==> src/rtl/pipeline_hazard_ctrl.sv <==
// pipeline_hazard_ctrl: load-use and mul/div interlock with branch-flush priority.
// Rev 1.0 -- initial release.
`ifndef ILW
`define ILW 6'h23
`endif
`ifndef ISW
`define ISW 6'h2b
`endif
`ifndef RNONE
`define RNONE 5'd0
`endif

`default_nettype none

module pipeline_hazard_ctrl #(
  parameter int OP_W     = 6,
  parameter int REG_W    = 5,
  parameter int LOAD_LAT = 1,
  parameter int MD_LAT   = 4
) (
  input  logic             clk,
  input  logic             rst_n,
  input  logic [OP_W-1:0]  E_op,
  input  logic [REG_W-1:0] E_dstM,
  input  logic [REG_W-1:0] D_srcA,
  input  logic [REG_W-1:0] D_srcB,
  input  logic             E_md_start,
  input  logic             D_uses_md,
  input  logic             E_br_taken,
  output logic             F_stall,
  output logic             D_stall,
  output logic             D_bubble,
  output logic             E_bubble,
  output logic             md_busy
);

  localparam logic [0:0]       IDLE      = 1'b0;
  localparam logic [0:0]       LOAD_WAIT = 1'b1;
  localparam logic [3:0]       LD_INIT   = 4'(LOAD_LAT - 1);
  localparam logic [4:0]       MD_INIT   = 5'(MD_LAT);
  localparam bit               LD_MULTI  = (LOAD_LAT > 1);
  localparam logic [OP_W-1:0]  OP_LW     = OP_W'(`ILW);
  localparam logic [REG_W-1:0] REG_NONE  = REG_W'(`RNONE);

  logic [0:0] state;
  logic [0:0] state_nx;
  logic [3:0] ld_cnt;
  logic [3:0] ld_cnt_nx;
  logic [4:0] md_cnt;
  logic       load_hit;
  logic       load_stall;
  logic       md_hit;

  assign load_hit = (E_op == OP_LW) && (E_dstM != REG_NONE) &&
                    ((E_dstM == D_srcA) || (E_dstM == D_srcB));

  always_ff @(posedge clk) begin
    if (!rst_n) begin
      state  <= IDLE;
      ld_cnt <= 4'd0;
    end else begin
      state  <= state_nx;
      ld_cnt <= ld_cnt_nx;
    end
  end

  // A redirect squashes the stalled instruction, so the load wait is abandoned.
  always_comb begin
    state_nx  = state;
    ld_cnt_nx = ld_cnt;
    if (E_br_taken) begin
      state_nx  = IDLE;
      ld_cnt_nx = 4'd0;
    end else begin
      case (state)
        IDLE: begin
          if (load_hit && LD_MULTI) begin
            state_nx  = LOAD_WAIT;
            ld_cnt_nx = LD_INIT;
          end
        end
        LOAD_WAIT: begin
          if (ld_cnt <= 4'd1) begin
            state_nx  = IDLE;
            ld_cnt_nx = 4'd0;
          end else begin
            ld_cnt_nx = ld_cnt - 4'd1;
          end
        end
        default: begin
          state_nx  = IDLE;
          ld_cnt_nx = 4'd0;
        end
      endcase
    end
  end

  always_ff @(posedge clk) begin
    if (!rst_n) begin
      md_cnt <= 5'd0;
    end else if (E_md_start) begin
      md_cnt <= MD_INIT;
    end else if (md_cnt != 5'd0) begin
      md_cnt <= md_cnt - 5'd1;
    end
  end

  assign md_busy    = rst_n && (md_cnt != 5'd0);
  assign md_hit     = D_uses_md && ((md_cnt != 5'd0) || E_md_start);
  assign load_stall = (state == LOAD_WAIT) || ((state == IDLE) && load_hit);

  always_comb begin
    F_stall  = 1'b0;
    D_stall  = 1'b0;
    D_bubble = 1'b0;
    E_bubble = 1'b0;
    if (!rst_n) begin
      F_stall = 1'b0;
    end else if (E_br_taken) begin
      D_bubble = 1'b1;
      E_bubble = 1'b1;
    end else if (load_stall || md_hit) begin
      F_stall  = 1'b1;
      D_stall  = 1'b1;
      E_bubble = 1'b1;
    end
  end

endmodule

`default_nettype wire

==> config.mk <==
export PLATFORM = sky130hd
export DESIGN_NAME = pipeline_hazard_ctrl
export DESIGN_NICKNAME = d
export VERILOG_FILES = /design/src/rtl/pipeline_hazard_ctrl.sv
export SDC_FILE = /design/constraint.sdc
export NUM_CORES = 1
export LEC_CHECK = 0
export BUFFER_PORTS_ARGS = -buffer_cell sky130_fd_sc_hd__buf_2
export CAP_MARGIN = 40
export CORE_MARGIN = 3
export CORE_UTILIZATION = 41
export CTS_BUF_LIST = sky130_fd_sc_hd__clkbuf_16
export DETAILED_ROUTE_END_ITERATION = 8
export GPL_TIMING_DRIVEN = 0
export PLACE_DENSITY = 0.74
export RECOVER_POWER = 50
export SLEW_MARGIN = 20
export SYNTH_ARGS = -nofsm -noshare
export SYNTH_HDL_FRONTEND = slang
export SYNTH_SLANG_ARGS = --single-unit
==> constraint.sdc <==
create_clock -name clk -period 2.15 [get_ports clk]
set_clock_uncertainty 0.2 [all_clocks]
set_input_delay 0.43 -clock clk [delete_from_list [all_inputs] [get_ports clk]]
set_output_delay 0.43 -clock clk [all_outputs]
set_load 0.01 [all_outputs]
* Yosys cells after proc, flatten, opt, wreduce, memory -nomap -nowiden *
Cells that the tools add are included.

word-level totals
  flip-flop bits (word level) = 10
  latch bits = 0
  memory bits (writable) = 0
  bits in read-only memories = 0
  input port bits = 26
  output and inout port bits = 5
  logic and storage cells = 38
  memories kept = 0

cells by class
  add/subtract/negate cells = 2
  $mul = 0
  div/mod/pow operators = 0
  order comparisons = 1
  equality and inequality tests = 3
  shift operators = 0
  mux-type cells = 11
  bitwise gates (word level) = 2
  reduce and logical (&&, ||, !) cells = 15

operator list
  operator                                                                count
  5-bit == test                                                           2
  5-bit nonzero test                                                      2
  1-bit 2-to-1 mux                                                        8
  6-bit == test (second input constant)                                   1
  3-bit 2-to-1 mux                                                        2
  1-bit logical AND                                                       5
  5-bit by 1-bit subtractor with 5-bit output (second input constant)     1
  4-bit by 1-bit <= comparator with 1-bit output (second input constant)  1
  1-bit logical OR                                                        4
  4-bit 2-to-1 mux                                                        1
  2-bit OR reduction                                                      2
  4-bit by 1-bit subtractor with 4-bit output (second input constant)     1
  3-bit OR reduction                                                      1
  1-bit NOT                                                               2
  2-bit nonzero test                                                      1

* Depth between registers and ports, before layout *
  word-level depth = 9
  mapped depth = 8
  gate-level depth less buffers = 6

* Worst setup path after synthesis *
No wires, ideal clock.

  path type = reg-to-output
  from = reg md_cnt[0]
  to = out F_stall
  data arrival time = 1.686 ns
  data required time = 1.520 ns
  setup slack = -0.166 ns
  cell stages (with the launch flop) = 9
  buffers on the path = 2
  path through = dfxtp_1 > inv_1 > ha_1 > or4b_4 > buf_6 > o21a_1 > o21ai_0 > o21ai_1 > buf_4

on the way
  word-level cells in the longest chain between the ends = 7

ends and longest elaborated chain
  what                            RTL line  source
  start, declared                 49        logic [4:0] md_cnt;
  start signal, assigned          104       md_cnt <= md_cnt - 5'd1;
  5-bit nonzero test              109       assign md_hit = D_uses_md && ((md_cnt != 5'd0) || E_md_start);
  1-bit logical OR                109
  1-bit logical AND               109
  1-bit logical OR                122       end else if (load_stall || md_hit) begin
  1-bit 2-to-1 mux (3 in series)  -
  end, declared                   30        output logic F_stall,

Every way passes these cells.

* Worst setup path after layout *
  from = reg md_cnt[1]
  to = out F_stall

on the way
  word-level cells in the longest chain between the ends = 7

ends and longest elaborated chain
  what                RTL line  source
  5-bit nonzero test  109
  1-bit logical OR    109
  1-bit logical AND   109
  1-bit logical OR    122
  1-bit 2-to-1 mux    122
  1-bit 2-to-1 mux    119       end else if (E_br_taken) begin
  1-bit 2-to-1 mux    117       if (!rst_n) begin

Every way passes these cells.

==> results.toml <==
[outcome]
status = "finished, violations left"
violations = "setup timing"

[setup_path]
critPathMaxStageDelay_ns = 0.47
worstPathRequired_ns = 1.52
worstSetupPathType = "reg -> out"
worst-path-buf-inv = 3
endpoint_kind = "output pin"
worstPathArrival_ns = 1.89
path_cells = "inv_2 > ha_2 > or4b_4 > o21a_1 > o21ai_2 > o21ai_2 > buf_4 > buf_6"
crit_slowest_cell = "or4b_4"
startpoint_type = "register"
critPathMaxFanout = 2
cp_top_family = "simple AND/OR/NAND/NOR gates"
crit_path_frequent_cell = "o21ai_2"

[clock_network]
cts_buffers = 3
cts_tree = "built"
h-tree-depth = 1
clockBufferDepth = 2
insertion_delay_ns = 0.23
hold_buffers = 0
clkTransAtPathRegs_ns = 0.04
cts.sinks = 10
root_buffer = "clkbuf_16"

[sta]
clock.fmax_mhz = 397.2
rsz0062_at_grt = "true"
slew_headroom = 0.7455
tightest_slew_ns = 0.3783
setup_viol = 4
fin_ws_ns = -0.3679
finalHoldViolations = 0
final_max_slew_viol_count = 0
period_share = 1.171
period_needed_ns = 2.518

[routing]
dr.first_iter.drc_count = 5
num_vias = 686
first_pass_iters = 3
ant_nets = 0
drt-total-wl_um = 1511
drc_errors = 0
avgRoutedWirePerCell_um = 10.72
vias_per_cell = 4.865

[placed_design]
numPortBuffers = 30
post-dp-hpwl_um = 1182
gp_congestion = 0.7514

[floorplanning]
dieArea_um2 = 2213
die_h_um = 47.05
fp.coreArea_um2 = 1541
die_x_um = 47.05
initial_utilization = 0.4481
num_rows = 14
num_io_pins = 31

[cells_and_area]
num_antenna_cells = 0
final_cell_mix = "buf_2, xor2_1, nor2_1, buf_4, dfxtp_1"
syn_to_final_growth_pct = 48.91
fin_nets = 156
drive_gt1_frac = 0.4240
final_common_cell = "buf_2"
utilization = 0.6672

[logic_synthesis]
synth_area_per_cell_um2 = 8.321
ys_seq_elements = 10
synth_nets = 113
syn_area_um2 = 690.7
yosys_warnings = 0
postSynthCellCount = 83
ys_seq_area_frac = 0.2899
ys_types = 28

[global_routing]
grt_pass1_wl_um = 2463
grt_remaining_overflow = 0
antenna_found_initial = 0
grt_usage = 0.1583
grt_max_degree = 8
grt_pass1_vias = 618

[power_and_ir_drop]
p_clk_frac = 0.414
p_comb_frac = 0.318
p_switching_w = 0.0001988
p_int_w = 0.0005945
p_total_w = 0.0007933
p_leak_nw = 0.4669
power.share.switching = 0.2506
power_frac_seq = 0.268
ir_drop_mv = 0.3790
powerDensity_nw_per_um2 = 771.3

[min_path]
hp-class = "in -> reg"

[flow_run]
max_cap_viol_count = 0
[through the flow]
| stage | setup slack (ns) | hold slack, ns | area (um^2) | instances | TNS [ns] |
|---|---|---|---|---|---|
| floorplan | -0.1067 | 0.2619 | 695.7 | 83 | -0.1148 |
| global placement | -0.3017 | 0.2834 | 865.8 | 129 | -0.7088 |
| detailed placement | -0.3056 | 0.2877 | 865.8 | 129 | -0.7196 |
| CTS | -0.4082 | 0.2373 | 988.4 | 138 | -1.345 |
| global route | -0.4382 | 0.2513 | 1028 | 141 | -1.474 |
| finish | -0.3679 | 0.2365 | 1028 | 141 | -1.240 |
[layout make-up]
type,count,area (um^2)
fillers,138,513.0
multi-input cells,65,464.2
repair buffers,39,232.7
flip-flops and latches,10,202.7
clock buffers,3,75.07
inverters,6,22.52
well taps,16,20.02
plain buffers,1,7.507
clock inverters,1,3.754
[sequential cells by signal, indices dropped and copies added, names as in the netlist]
register  flops
ld_cnt        4
md_cnt        5
state         1
[repair_timing]
| item | CTS | global route |
|---|---|---|
| endpoints found under the setup margin | 4 | 4 |
| setup buffers | 6 | 4 |
| pin swaps | 2 | 3 |
| gates resized for setup | 4 | 4 |
[worst register-to-register path, cell delays in order (launching register included)]
cell and delay, ns:
dfxtp_2 0.32, inv_2 0.06, ha_2 0.16, or4b_4 0.47
buf_4 0.15, buf_6 0.11, buf_4 0.13, or2b_1 0.16
nor2_1 0.05
[cells by family after synthesis]
| family | share of synthesized area |
|---|---|
| xor gates and xnor gates | 0.2029 |
| and+or+nand+nor | 0.2410 |
| buffers and inverters | 0.05978 |
| muxes | 0.01449 |
| DFF | 0.2899 |
| AOI/OAI and AO/OA | 0.1196 |
| adders and majority gates | 0.07247 |
[worst paths after layout]
| check | start | endpoint | slack, ns | cells past startpoint |
|---|---|---|---|---|
| setup / recovery | md_cnt[1] | F_stall | -0.37 | 8 |
| hold / removal | E_md_start | md_cnt[2] | 0.24 | 2 |
| setup reg to reg | md_cnt[1] | md_cnt[3] | 0.24 | 8 |
| hold reg to reg | ld_cnt[1] | ld_cnt[1] | 0.30 | 2 |
[per-layer routing]
metal  share of wire  track usage  wire, um  vias to the layer above
met5               0            0         0                        -
li1                -            -         -                      357
met4           0.023      0.08287        35                        0
met2            0.54       0.2683       812                       25
met3           0.075      0.04215       113                        5
met1            0.36       0.1804       549                      299
[synth_stat cells]
cell type,n,area (um^2)
mux2i_1,1,10.01
a22oi_1,1,7.510
and2_1,1,6.260
dfxtp_1,10,200.2
xor2_1,12,105.1
o31ai_2,1,12.51
inv_1,6,22.52
nand2b_1,1,6.260
or4b_1,1,10.01
a21boi_0,1,7.510
buf_6,1,11.26
nand2_1,7,26.28
nand3b_1,1,7.510
or4b_4,1,13.76
and2_2,1,7.510
nor3_1,3,15.01
buf_4,1,7.510
o21ai_0,3,15.01
or2b_1,1,7.510
o21a_1,2,15.01
nor4_1,2,12.51
o21ai_1,2,10.01
ha_1,4,50.05
nor2b_1,1,6.260
a211oi_1,2,15.01
xnor2_1,4,35.03
and3_1,1,6.260
nor2_1,11,41.29
[power by group through the flow]
stage	Combinational [W]	Sequential (W)	Clock, W
5_1_grt	0.000279	0.000214	0.000346
3_3_place_gp	0.000181	0.000216	0
2_1_floorplan	0.000133	0.000214	0
3_5_place_dp	0.000187	0.000217	0
4_1_cts	0.000217	0.000213	0.000333
6_report	0.000252	0.000213	0.000328
Note: power is estimated with default switching activity, not from simulation.
